**config.mk**
```make
export PLATFORM = sky130hd
export DESIGN_NAME = aidc_lite_comp_sched_flat
export DESIGN_NICKNAME = d
export VERILOG_FILES = /design/src/rtl/aidc_lite_comp_pkg.sv /design/src/rtl/aidc_lite_comp_sched_if.sv /design/src/rtl/aidc_lite_skid_fifo.sv /design/src/rtl/aidc_lite_comp_sched.sv /design/src/flat_wrapper.sv
export SDC_FILE = /design/constraint.sdc
export NUM_CORES = 1
export LEC_CHECK = 0
export CAP_MARGIN = 20
export CORE_MARGIN = 2
export CORE_UTILIZATION = 42
export CTS_CLUSTER_DIAMETER = 200
export CTS_CLUSTER_SIZE = 25
export DETAILED_ROUTE_END_ITERATION = 16
export PLACE_DENSITY = 0.75
export SYNTH_ARGS = -nofsm -noshare
export SYNTH_HDL_FRONTEND = slang
export SYNTH_SLANG_ARGS = --single-unit
```
**constraint.sdc**
```tcl
create_clock -name clk -period 2.45 [get_ports clk]
set_clock_uncertainty 0.15 [all_clocks]
set_input_delay 0.245 -clock clk [delete_from_list [all_inputs] [get_ports clk]]
set_output_delay 0.245 -clock clk [all_outputs]
set_load 0.005 [all_outputs]
```
**src/rtl/aidc_lite_comp_pkg.sv**
```systemverilog
// Shared types, sizes and helpers for the AIDC-Lite compressor scheduler.
package aidc_lite_comp_pkg;

  localparam int unsigned BLK_BYTES = 128;
  localparam int unsigned BEATS     = 16;
  localparam int unsigned BEAT_W    = 64;
  localparam int unsigned SIZE_W    = 8;
  localparam int unsigned ADDR_W    = $clog2(BEATS);

  typedef enum logic [2:0] {
    ST_IDLE,
    ST_START,
    ST_STREAM,
    ST_WAIT_DONE,
    ST_REPORT
  } sched_state_t;

  // Compressed sizes above one block are clamped to the raw block size.
  function automatic logic [SIZE_W-1:0] sat_size(input logic [SIZE_W-1:0] s);
    return (s > SIZE_W'(BLK_BYTES)) ? SIZE_W'(BLK_BYTES) : s;
  endfunction

endpackage

```
**src/rtl/aidc_lite_comp_sched_if.sv**
```systemverilog
// Engine / staging-buffer / compressor signals seen by the scheduler.
interface aidc_lite_comp_sched_if;
  import aidc_lite_comp_pkg::*;

  logic              blk_valid_i;
  logic              blk_ready_o;
  logic              buf_rden_o;
  logic [ADDR_W-1:0] buf_raddr_o;
  logic [BEAT_W-1:0] buf_rdata_i;
  logic              comp_start_o;
  logic              comp_ready_i;
  logic              comp_wvalid_o;
  logic              comp_wready_i;
  logic [BEAT_W-1:0] comp_wdata_o;
  logic              comp_wlast_o;
  logic              comp_done_i;
  logic [SIZE_W-1:0] comp_size_i;
  logic              blk_done_o;
  logic [SIZE_W-1:0] blk_size_o;
  logic              blk_comp_o;
  logic              blk_err_o;

  modport master (
    input  blk_valid_i, buf_rdata_i, comp_ready_i, comp_wready_i, comp_done_i, comp_size_i,
    output blk_ready_o, buf_rden_o, buf_raddr_o, comp_start_o, comp_wvalid_o, comp_wdata_o,
           comp_wlast_o, blk_done_o, blk_size_o, blk_comp_o, blk_err_o
  );

  modport slave (
    output blk_valid_i, buf_rdata_i, comp_ready_i, comp_wready_i, comp_done_i, comp_size_i,
    input  blk_ready_o, buf_rden_o, buf_raddr_o, comp_start_o, comp_wvalid_o, comp_wdata_o,
           comp_wlast_o, blk_done_o, blk_size_o, blk_comp_o, blk_err_o
  );

endinterface

```
**src/rtl/aidc_lite_skid_fifo.sv**
```systemverilog
// 2-entry fall-through skid FIFO: a push into an empty FIFO is visible at the head
// in the same cycle, so full-rate streaming needs no extra bubble.
module aidc_lite_skid_fifo
  import aidc_lite_comp_pkg::*;
(
  input  logic              clk,
  input  logic              rst_n,
  input  logic              clr_i,
  input  logic              push_i,
  input  logic [BEAT_W-1:0] push_data_i,
  input  logic              pop_i,
  output logic              valid_c,
  output logic [BEAT_W-1:0] head_c,
  output logic [1:0]        count_o
);

  logic [BEAT_W-1:0] mem_q [2];
  logic [BEAT_W-1:0] mem_d [2];
  logic              wr_ptr_q, wr_ptr_d;
  logic              rd_ptr_q, rd_ptr_d;
  logic [1:0]        count_q, count_d;
  logic              empty_c, wr_en_c, rd_en_c;

  always_comb begin
    empty_c  = (count_q == 2'd0);
    // A push popped in the same cycle while empty bypasses storage entirely.
    wr_en_c  = push_i & ~(empty_c & pop_i);
    rd_en_c  = pop_i & ~empty_c;
    mem_d    = mem_q;
    wr_ptr_d = wr_ptr_q ^ wr_en_c;
    rd_ptr_d = rd_ptr_q ^ rd_en_c;
    count_d  = count_q + 2'(wr_en_c) - 2'(rd_en_c);
    if (wr_en_c) mem_d[wr_ptr_q] = push_data_i;
    if (clr_i) begin
      wr_ptr_d = 1'b0;
      rd_ptr_d = 1'b0;
      count_d  = 2'd0;
    end
  end

  always_ff @(posedge clk or negedge rst_n) begin
    if (!rst_n) begin
      mem_q[0] <= '0;
      mem_q[1] <= '0;
      wr_ptr_q <= 1'b0;
      rd_ptr_q <= 1'b0;
      count_q  <= 2'd0;
    end else begin
      mem_q    <= mem_d;
      wr_ptr_q <= wr_ptr_d;
      rd_ptr_q <= rd_ptr_d;
      count_q  <= count_d;
    end
  end

  assign valid_c = ~empty_c | push_i;
  assign head_c  = empty_c ? push_data_i : mem_q[rd_ptr_q];
  assign count_o = count_q;

endmodule

```
**src/rtl/aidc_lite_comp_sched.sv**
```systemverilog
// Sequences one 128 B staged block into the compressor and reports its compressed size.
module aidc_lite_comp_sched
  import aidc_lite_comp_pkg::*;
#(
  parameter int unsigned TIMEOUT = 1024
) (
  input  logic                  clk,
  input  logic                  rst_n,
  aidc_lite_comp_sched_if.master bus
);

  localparam int unsigned TO_W  = $clog2(TIMEOUT);
  localparam int unsigned PTR_W = ADDR_W + 1;
  localparam int unsigned OCC_W = 3;

  sched_state_t      state_q, state_d;
  logic [PTR_W-1:0]  rd_ptr_q, rd_ptr_d;
  logic [ADDR_W-1:0] beat_cnt_q, beat_cnt_d;
  logic [TO_W-1:0]   to_cnt_q, to_cnt_d;
  logic              rd_inflight_q;
  logic [SIZE_W-1:0] cap_size_q, cap_size_d;
  logic              cap_err_q, cap_err_d;
  logic              blk_done_q, blk_done_d;
  logic [SIZE_W-1:0] blk_size_q, blk_size_d;
  logic              blk_comp_q, blk_comp_d;
  logic              blk_err_q, blk_err_d;

  logic              fifo_clr_c, fifo_valid_c, pop_c, rden_c;
  logic [BEAT_W-1:0] fifo_head_c;
  logic [1:0]        fifo_count;
  logic [OCC_W-1:0]  occ_c;

  aidc_lite_skid_fifo u_fifo (
    .clk         (clk),
    .rst_n       (rst_n),
    .clr_i       (fifo_clr_c),
    .push_i      (rd_inflight_q),
    .push_data_i (bus.buf_rdata_i),
    .pop_i       (pop_c),
    .valid_c     (fifo_valid_c),
    .head_c      (fifo_head_c),
    .count_o     (fifo_count)
  );

  // Issue a read only if the data it returns next cycle is guaranteed a FIFO slot.
  always_comb begin
    pop_c  = fifo_valid_c & bus.comp_wready_i;
    occ_c  = OCC_W'(fifo_count) + OCC_W'(rd_inflight_q) - OCC_W'(pop_c);
    rden_c = (state_q == ST_STREAM) && !rd_ptr_q[ADDR_W] && (occ_c < OCC_W'(2));
  end

  always_comb begin
    state_d    = state_q;
    rd_ptr_d   = rd_ptr_q;
    beat_cnt_d = beat_cnt_q;
    to_cnt_d   = to_cnt_q;
    cap_size_d = cap_size_q;
    cap_err_d  = cap_err_q;
    blk_done_d = 1'b0;
    blk_size_d = blk_size_q;
    blk_comp_d = blk_comp_q;
    blk_err_d  = blk_err_q;
    fifo_clr_c = 1'b0;
    case (state_q)
      ST_IDLE: begin
        if (bus.blk_valid_i) begin
          state_d    = ST_START;
          rd_ptr_d   = '0;
          beat_cnt_d = '0;
          fifo_clr_c = 1'b1;
        end
      end
      ST_START: begin
        if (bus.comp_ready_i) state_d = ST_STREAM;
      end
      ST_STREAM: begin
        if (rden_c) rd_ptr_d = rd_ptr_q + PTR_W'(1);
        if (pop_c) begin
          beat_cnt_d = beat_cnt_q + ADDR_W'(1);
          if (beat_cnt_q == ADDR_W'(BEATS - 1)) begin
            state_d  = ST_WAIT_DONE;
            to_cnt_d = '0;
          end
        end
      end
      ST_WAIT_DONE: begin
        to_cnt_d = to_cnt_q + TO_W'(1);
        if (bus.comp_done_i) begin
          cap_size_d = sat_size(bus.comp_size_i);
          cap_err_d  = 1'b0;
          state_d    = ST_REPORT;
        end else if (to_cnt_q == TO_W'(TIMEOUT - 1)) begin
          cap_size_d = SIZE_W'(BLK_BYTES);
          cap_err_d  = 1'b1;
          state_d    = ST_REPORT;
        end
      end
      ST_REPORT: begin
        // Stay until the registered done pulse has been issued.
        if (blk_done_q) begin
          state_d = ST_IDLE;
        end else begin
          blk_done_d = 1'b1;
          blk_size_d = cap_size_q;
          blk_comp_d = (cap_size_q < SIZE_W'(BLK_BYTES));
          blk_err_d  = cap_err_q;
        end
      end
      default: state_d = ST_IDLE;
    endcase
  end

  always_ff @(posedge clk or negedge rst_n) begin
    if (!rst_n) begin
      state_q       <= ST_IDLE;
      rd_ptr_q      <= '0;
      beat_cnt_q    <= '0;
      to_cnt_q      <= '0;
      rd_inflight_q <= 1'b0;
      cap_size_q    <= '0;
      cap_err_q     <= 1'b0;
      blk_done_q    <= 1'b0;
      blk_size_q    <= '0;
      blk_comp_q    <= 1'b0;
      blk_err_q     <= 1'b0;
    end else begin
      state_q       <= state_d;
      rd_ptr_q      <= rd_ptr_d;
      beat_cnt_q    <= beat_cnt_d;
      to_cnt_q      <= to_cnt_d;
      rd_inflight_q <= rden_c;
      cap_size_q    <= cap_size_d;
      cap_err_q     <= cap_err_d;
      blk_done_q    <= blk_done_d;
      blk_size_q    <= blk_size_d;
      blk_comp_q    <= blk_comp_d;
      blk_err_q     <= blk_err_d;
    end
  end

  assign bus.blk_ready_o   = (state_q == ST_IDLE);
  assign bus.comp_start_o  = (state_q == ST_START);
  assign bus.buf_rden_o    = rden_c;
  assign bus.buf_raddr_o   = rden_c ? rd_ptr_q[ADDR_W-1:0] : '0;
  assign bus.comp_wvalid_o = fifo_valid_c;
  assign bus.comp_wdata_o  = fifo_valid_c ? fifo_head_c : '0;
  assign bus.comp_wlast_o  = fifo_valid_c && (beat_cnt_q == ADDR_W'(BEATS - 1));
  assign bus.blk_done_o    = blk_done_q;
  assign bus.blk_size_o    = blk_size_q;
  assign bus.blk_comp_o    = blk_comp_q;
  assign bus.blk_err_o     = blk_err_q;

endmodule

```
**src/flat_wrapper.sv**
```systemverilog
// flat-port wrapper written by rule: the top's interface ports become plain ports
module aidc_lite_comp_sched_flat import aidc_lite_comp_pkg::*;
#(
  parameter int unsigned TIMEOUT = 1024
)
  (clk, rst_n, bus_blk_valid_i, bus_buf_rdata_i, bus_comp_ready_i, bus_comp_wready_i, bus_comp_done_i, bus_comp_size_i, bus_blk_ready_o, bus_buf_rden_o, bus_buf_raddr_o, bus_comp_start_o, bus_comp_wvalid_o, bus_comp_wdata_o, bus_comp_wlast_o, bus_blk_done_o, bus_blk_size_o, bus_blk_comp_o, bus_blk_err_o);
  aidc_lite_comp_sched_if bus_i ();
  input  logic clk;
  input  logic rst_n;
  input wire logic [$bits(bus_i.blk_valid_i)-1:0] bus_blk_valid_i;
  input wire logic [$bits(bus_i.buf_rdata_i)-1:0] bus_buf_rdata_i;
  input wire logic [$bits(bus_i.comp_ready_i)-1:0] bus_comp_ready_i;
  input wire logic [$bits(bus_i.comp_wready_i)-1:0] bus_comp_wready_i;
  input wire logic [$bits(bus_i.comp_done_i)-1:0] bus_comp_done_i;
  input wire logic [$bits(bus_i.comp_size_i)-1:0] bus_comp_size_i;
  output wire logic [$bits(bus_i.blk_ready_o)-1:0] bus_blk_ready_o;
  output wire logic [$bits(bus_i.buf_rden_o)-1:0] bus_buf_rden_o;
  output wire logic [$bits(bus_i.buf_raddr_o)-1:0] bus_buf_raddr_o;
  output wire logic [$bits(bus_i.comp_start_o)-1:0] bus_comp_start_o;
  output wire logic [$bits(bus_i.comp_wvalid_o)-1:0] bus_comp_wvalid_o;
  output wire logic [$bits(bus_i.comp_wdata_o)-1:0] bus_comp_wdata_o;
  output wire logic [$bits(bus_i.comp_wlast_o)-1:0] bus_comp_wlast_o;
  output wire logic [$bits(bus_i.blk_done_o)-1:0] bus_blk_done_o;
  output wire logic [$bits(bus_i.blk_size_o)-1:0] bus_blk_size_o;
  output wire logic [$bits(bus_i.blk_comp_o)-1:0] bus_blk_comp_o;
  output wire logic [$bits(bus_i.blk_err_o)-1:0] bus_blk_err_o;
  assign bus_i.blk_valid_i = bus_blk_valid_i;
  assign bus_i.buf_rdata_i = bus_buf_rdata_i;
  assign bus_i.comp_ready_i = bus_comp_ready_i;
  assign bus_i.comp_wready_i = bus_comp_wready_i;
  assign bus_i.comp_done_i = bus_comp_done_i;
  assign bus_i.comp_size_i = bus_comp_size_i;
  assign bus_blk_ready_o = bus_i.blk_ready_o;
  assign bus_buf_rden_o = bus_i.buf_rden_o;
  assign bus_buf_raddr_o = bus_i.buf_raddr_o;
  assign bus_comp_start_o = bus_i.comp_start_o;
  assign bus_comp_wvalid_o = bus_i.comp_wvalid_o;
  assign bus_comp_wdata_o = bus_i.comp_wdata_o;
  assign bus_comp_wlast_o = bus_i.comp_wlast_o;
  assign bus_blk_done_o = bus_i.blk_done_o;
  assign bus_blk_size_o = bus_i.blk_size_o;
  assign bus_blk_comp_o = bus_i.blk_comp_o;
  assign bus_blk_err_o = bus_i.blk_err_o;
  aidc_lite_comp_sched #(.TIMEOUT(TIMEOUT)) u_core (.clk(clk), .rst_n(rst_n), .bus(bus_i));
endmodule
```
==> flow_metrics.tcl, run 1 <==
set metrics [dict create \
    status "finished with violations" \
    violations "setup timing" \
    grt_start_max_net_pins 65 \
    dieArea_mm2 0.0212 \
    power_mw 14.8 \
    path_max_fanout 4 \
    max_freq_mhz 371 \
    placementRows 51 \
    chipHeight_um 145 \
    cts_sinks 175 \
    ant_nets 0 \
    synth_area_mm2 0.00841 \
    finalCriticalPeriod_ns 2.69 \
    clk_pin_slew_ns 0.06 \
    leakage_nw 5.07 \
    ys_ff_latch 175 \
    grt_pass1_wl_mm 35.0 \
    gp_congestion 0.747 \
    yosysMostFrequentCell "dfrtp_1" \
    p_per_area_mw_per_mm2 1290 \
    synth_area_leaders "dfrtp_1 52%, mux2_2 17%, mux2i_1 8.6%, nand3_1 4.2%, o21ai_0 4.2%" \
    critPathRequiredTime_ns 2.06 \
    drive_gt1_share_pct 26.2 \
    synth_edf_count 0 \
    post_drt_wl_per_cell_um 18.0 \
    post_synth_num_cell_types 46 \
    cts_tree "built" \
    synthFlopType "dfrtp_1" \
    utilization_pct 58.7 \
    antenna_found_initial 0 \
    initialDrtViolationCount 299 \
    die_x_um 145 \
    path_class "primary input to output port" \
    rsz0062_at_grt "yes" \
    syn_inst 726 \
    start_kind "primary input" \
    core_mm2 0.0195 \
    syn2layout_area_growth_pct 36.4 \
    io_pins 162 \
    relSlewSlack_pct 55.7 \
    dp.final_hpwl_mm 12.9 \
    nets 991 \
    worst_pin_slew_ns 0.661 \
    io_buffers 161 \
    diodes 0 \
    synthArstFlopShare_pct 100 \
    peakVddDrop_uv 575 \
    syn_avg_cell_area_um2 11.6 \
    final_max_slew_viol_count 0 \
    dr.pass1.iters 4 \
    ys_warn_count 0 \
    yosysSeqAreaShare_pct 52.1 \
    setup.worst_path.start "bus_comp_wready_i" \
    first_global_vias 6762 \
    endpoint_kind "output port" \
    arrival_ns 2.30 \
    clockBufferDepth 2 \
    hold_path_class "primary input to asynchronous set/reset pin" \
    drt_wl_total_mm 21.3 \
    syn-num-nets 812 \
    hold_viol_final 0 \
    start_util_pct 43.1 \
    root_buffer "clkbuf_16" \
    grt_use_total_pct 20.4 \
    drc 0 \
    routed_via_density 5.38 \
    cts_buffers 17 \
    period_share_pct 110 \
    synth.top_cell.area_share_pct 52.1 \
    finalSetupViolCount 5 \
    yosysTopAreaCell "dfrtp_1" \
    r2r_start "u_core.rd_inflight_q$_DFF_PN0_" \
    fin_ws_ns -0.243 \
    htree_levels 4 \
    maxCapViolations 0 \
    overflow 0 \
    yosys-top-cells-count "175 x dfrtp_1, 129 x mux2_2, 72 x mux2i_1" \
    vias 6354 \
    insertion_delay_ns 0.41 \
]
==> path summary, 6_finish.rpt <==
path	slack [ns]	cells after the start	end
worst max-delay path	-0.24	9	bus_buf_raddr_o[0]
worst min-delay path	0.21	2	u_core.u_fifo.mem_q[23]$_DFFE_PN0P_
worst max register to register	0.10	10	u_core.rd_ptr_q[4]$_DFFE_PN0P_
worst min register to register	0.32	1	u_core.bus.blk_comp_o$_DFFE_PN0P_
max in group asynchronous	1.26	3	u_core.u_fifo.mem_q[8]$_DFFE_PN0P_
min in group clk	0.29	2	u_core.cap_size_q[2]$_DFFE_PN0P_
==> cell families after synthesis <==
family / count (synthesis) / share of synthesized area [%]
AND/OR/NAND/NOR: 171 / 9.81
adder cells (fa/ha/maj): 8 / 1.28
AO/OA/AOI/OAI: 106 / 7.54
multiplexers: 201 / 25.8
flip-flops: 175 / 52.1
buffers and inverters: 59 / 2.81
XOR/XNOR: 6 / 0.625
==> state kept, by name, summed over array words and instances, names as in the netlist, 2 cells and up <==
signal / flops
u_core.to_cnt_q: 10
u_core.rd_ptr_q: 5
u_core.bus.blk_size_o: 8
u_core.cap_size_q: 8
u_core.state_q: 3
u_core.u_fifo.mem_q: 128
u_core.u_fifo.count_o: 2
u_core.beat_cnt_q: 4
==> per-layer routing <==
metal	track usage [%]	up-vias	part of all wire (%)
li1	-	2972	-
met1	26.0	3216	45
met2	35.0	145	49
met3	4.83	21	4.8
met4	5.49	0	1.4
met5	0	-	0
==> layout make-up <==
cell class | instances | area [µm²]
inverter | 9 | 33.8
timing repair buffer | 210 | 2240
fill | 1632 | 8060
clock buffer | 22 | 484
sequential | 175 | 4380
multi-input combinational | 492 | 3860
clock inverter | 9 | 133
tap | 265 | 332
==> cell usage in the layout, fill, tap and decap left out, drive strengths merged, types with 2 or more instances in the layout <==
cell             n
dfrtp          175
mux2           129
clkdlybuf4s50   91
o21ai           73
mux2i           72
nand3           70
nand2           50
buf             49
dlygate4sd2     47
clkbuf          27
nor2            19
clkdlybuf4s15   14
a22o            11
inv              9
nor3             7
and2             7
ha               7
nand4            5
a21oi            5
xor2             4
nand2b           4
clkinv           4
o2bb2ai          3
bufinv           3
bufbuf           3
xnor2            2
nor2b            2
a31o             2
clkinvlp         2
a211oi           2
==> worst max-delay path, cell delays in order <==
cell and delay (ns):
clkdlybuf4s50_1 0.57, xor2_1 0.18, nand2_1 0.09, fa_2 0.52, nor4b_2 0.21, buf_4 0.16, buf_6 0.09, and2_1 0.12
buf_2 0.11
==> through the flow <==
stage	setup TNS (ns)	setup slack (ns)	cell area [µm²]	instances	hold WS (ns)
after floorplan	-5.41	-0.0451	8410	726	-0.201
after global placement	-2.73	-0.499	10500	1132	0.132
after detailed placement	-3.05	-0.545	10500	1132	0.131
after CTS	-1.60	-0.330	11400	1178	0.246
after global routing	-1.86	-0.386	11500	1182	0.270
final	-1.11	-0.243	11500	1182	0.214
==> power by group <==
group          total [mW]  internal [mW]  switching, mW
registers            5.03           4.22          0.809
logic                6.97           3.92           3.05
clock network        2.80           1.71           1.09
total                14.8           9.85           4.95
==> timing repair <==
item | 4_1_cts | 5_1_grt
buffers inserted | 7 | 2
pin swaps | 5 | 3
hold buffers | 1 | 0
endpoints found under the setup margin | 69 | 164
gates cloned | 7 | 2
endpoints found under the hold margin | 60 | 0
gates resized for setup | 125 | 27
Note: power is estimated with default switching activity, not from simulation.
==> run 2, diff against run 1 <==
SYNTH_HIERARCHICAL = 1   (was not set)
==> run 2 against run 1 <==
The flow still finishes with violations (setup timing). Power rose by 33%. First-iteration DRC count is 30% higher. Maximum frequency fell by 20%. Die area rose by 6.5%. Worst hold slack worse by 0.063 ns. Count of clock-buffer cells in the layout fell by 5. Register-to-register slack got worse by 0.69 ns. Setup slack got worse by 0.68 ns. Largest power group unchanged.
==> flow_metrics.tcl, run 2 <==
set metrics [dict create \
    status "finished with violations" \
    violations "setup timing" \
    max_freq_mhz 297 \
    grt_use_total_pct 20.7 \
    insertion_delay_ns 0.42 \
    synth.top_cell.area_share_pct 48.8 \
    r2r_end "u_core/rd_ptr_q[3]$_DFFE_PN0P_" \
    syn_inst 784 \
    slowest_stage "or3_4" \
    reg_top3 "u_core/u_fifo/mem_q x128, u_core/to_cnt_q x10" \
    final_common_cell "dfrtp_1" \
    dpl_cell_area_mm2 0.0110 \
    dp_slack_ns -0.831 \
    final_cell_mix "172 x dfrtp_1, 108 x mux2_4, 91 x clkdlybuf4s50_1" \
    ys_ff_latch 175 \
    antenna_found_initial 0 \
    first_global_vias 6801 \
    die_x_um 150 \
    rrSetupSlack_ns -0.59 \
    grt_pass1_wl_mm 36.3 \
    clk_pin_slew_ns 0.07 \
    hold_viol_final 0 \
    synthFlopType "dfrtp_1" \
    dp_cells 1193 \
    finalCriticalPeriod_ns 3.37 \
    htree_levels 4 \
    top_register "u_core/u_fifo/mem_q" \
    post-route-cell-area_mm2 0.0134 \
    yosysSeqAreaShare_pct 48.8 \
    placementRows 53 \
    cts_buffers 17 \
    endpoint_kind "output port" \
    maxCapViolations 0 \
    yosys-top-cells-count "175 x dfrtp_1, 120 x mux2_1, 76 x a21oi_1" \
    r2r_start "u_core/u_fifo/count_o[1]$_DFF_PN0_" \
    routed_via_density 5.49 \
    cts_tree "built" \
    diodes 0 \
    start_util_pct 42.7 \
    finalSetupViolCount 206 \
    dp.final_hpwl_mm 13.2 \
    synthArstFlopShare_pct 100 \
    start_kind "flip-flop" \
    syn2layout_area_growth_pct 48.9 \
    post_drt_wl_per_cell_um 21.0 \
    io_buffers 161 \
    endpoint "bus_buf_raddr_o[2]" \
    whs_ns 0.151 \
    dieArea_mm2 0.0225 \
    setup_tns_ns -34.31 \
    power_mw 19.7 \
    crit_top_cell "buf_6" \
    hold_path_class "primary input to asynchronous set/reset pin" \
    yosysMostFrequentCell "dfrtp_1" \
    rsz0062_at_grt "yes" \
    setup.worst_path.start "u_core/u_fifo/count_o[1]$_DFF_PN0_" \
    drt_wl_total_mm 27.3 \
    ys_warn_count 6 \
    utilization_pct 63.6 \
    worst_pin_slew_ns 0.662 \
    core_mm2 0.0210 \
    syn-num-nets 871 \
    drive_gt1_share_pct 42.3 \
    path_max_fanout 3 \
    p_per_area_mw_per_mm2 1470 \
    io_pins 162 \
    grt_start_max_net_pins 81 \
    gp_congestion 0.740 \
    path_class "flip-flop to output port" \
    critPathRequiredTime_ns 2.06 \
    dr.pass1.iters 4 \
    leakage_nw 6.06 \
    clockBufferDepth 2 \
    fin_ws_ns -0.919 \
    final-instance-count-excl-fill 1301 \
    synth_edf_count 0 \
    final_max_slew_viol_count 0 \
    slowest_delay_ns 0.42 \
    syn_avg_cell_area_um2 11.4 \
    period_share_pct 137 \
    nets 1100 \
    drc 0 \
    chipHeight_um 150 \
    cts_sinks 175 \
    relSlewSlack_pct 55.9 \
    largest_register_ffs 128 \
    post_synth_num_cell_types 51 \
    arrival_ns 2.97 \
    initialDrtViolationCount 389 \
    overflow 0 \
    yosysTopAreaCell "dfrtp_1" \
    reg2reg_depth 14 \
    root_buffer "clkbuf_16" \
    synth_area_mm2 0.00897 \
    peakVddDrop_uv 703 \
    path_cells "or3_4 > nand2_4 > inv_6 > ha_4 > nand2b_4 > fa_2 > xor2_2 > nor4b_4 > buf_4 > buf_6 > and2_4 > buf_6" \
    ant_nets 0 \
    vias 7139 \
    synth_area_leaders "dfrtp_1 49%, mux2_1 15%, mux2i_1 7.7%, and2_1 4.5%, a21oi_1 4.2%" \
]
## run 2: kinds of logic (layout without fill, tap and decap cells)
| logic type | count (synthesis) | in the layout | share of synthesized area, % |
|---|---|---|---|
| muxes | 199 | 199 | 24.0 |
| adders and majority gates | 9 | 9 | 1.34 |
| and+or+nand+nor | 219 | 220 | 13.6 |
| DFF | 175 | 175 | 48.8 |
| buffers and inverters | 71 | 312 | 4.91 |
| xor gates and xnor gates | 3 | 3 | 0.446 |
| AOI/OAI and AO/OA | 108 | 108 | 6.92 |
## run 2: repair_timing
action	CTS	global route
buffers inserted	16	44
hold endpoints to repair	95	0
hold buffers	1	0
gates resized for setup	108	380
pin swaps	11	15
gates cloned	11	8
endpoints found under the setup margin	207	198
## run 2: layout make-up
type                       count  area, µm²
fill                        1596       7660
clock buffer                  17        425
timing repair buffer         269       2910
sequential                   175       4390
tap                          275        344
multi-input combinational    539       5030
clock inverter                15        228
inverter                      11       46.3
## run 2: metal layers
metal / global-route usage (%) / vias up / part of all wire [%]
li1: - / 3235 / -
met1: 28.1 / 3654 / 44
met2: 33.6 / 215 / 49
met3: 4.70 / 35 / 5.5
met4: 5.52 / 0 / 1.5
met5: 0 / - / 0
## run 2: worst min path at each step
stage	start	endpoint	slack (ns)	cells past startpoint
after global placement	rst_n	u_core/u_fifo/mem_q[120]$_DFFE_PN0P_	0.04	1
after global routing	rst_n	u_core/u_fifo/mem_q[54]$_DFFE_PN0P_	0.16	2
after detailed placement	rst_n	u_core/bus.blk_size_o[0]$_DFFE_PN0P_	0.04	1
final	rst_n	u_core/u_fifo/mem_q[56]$_DFFE_PN0P_	0.15	2
after floorplan	rst_n	u_core/beat_cnt_q[0]$_DFFE_PN0P_	-0.20	0
after CTS	rst_n	u_core/bus.blk_size_o[0]$_DFFE_PN0P_	0.15	2
## run 2: worst max-delay path, delay by kind of cell, from the launching register on
| family | cells | cell delay [ns] |
|---|---|---|
| adder cells (fa/ha/maj) | 2 | 0.55 |
| AND/OR/NAND/NOR | 5 | 1.04 |
| flip-flops | 1 | 0.41 |
| XOR/XNOR | 1 | 0.17 |
| buffers and inverters | 4 | 0.39 |
## run 2: power breakdown
part           total, mW  switching [mW]  internal [mW]
registers           4.91           0.752           4.16
logic               11.7            5.07           6.66
clock network       3.03            1.21           1.83
==> run 3, diff against run 2 <==
CTS_CLUSTER_DIAMETER = 40   (was 200)
==> results of run 3 <==
The final DEF is identical to that of run 2; final timing and power are the same.
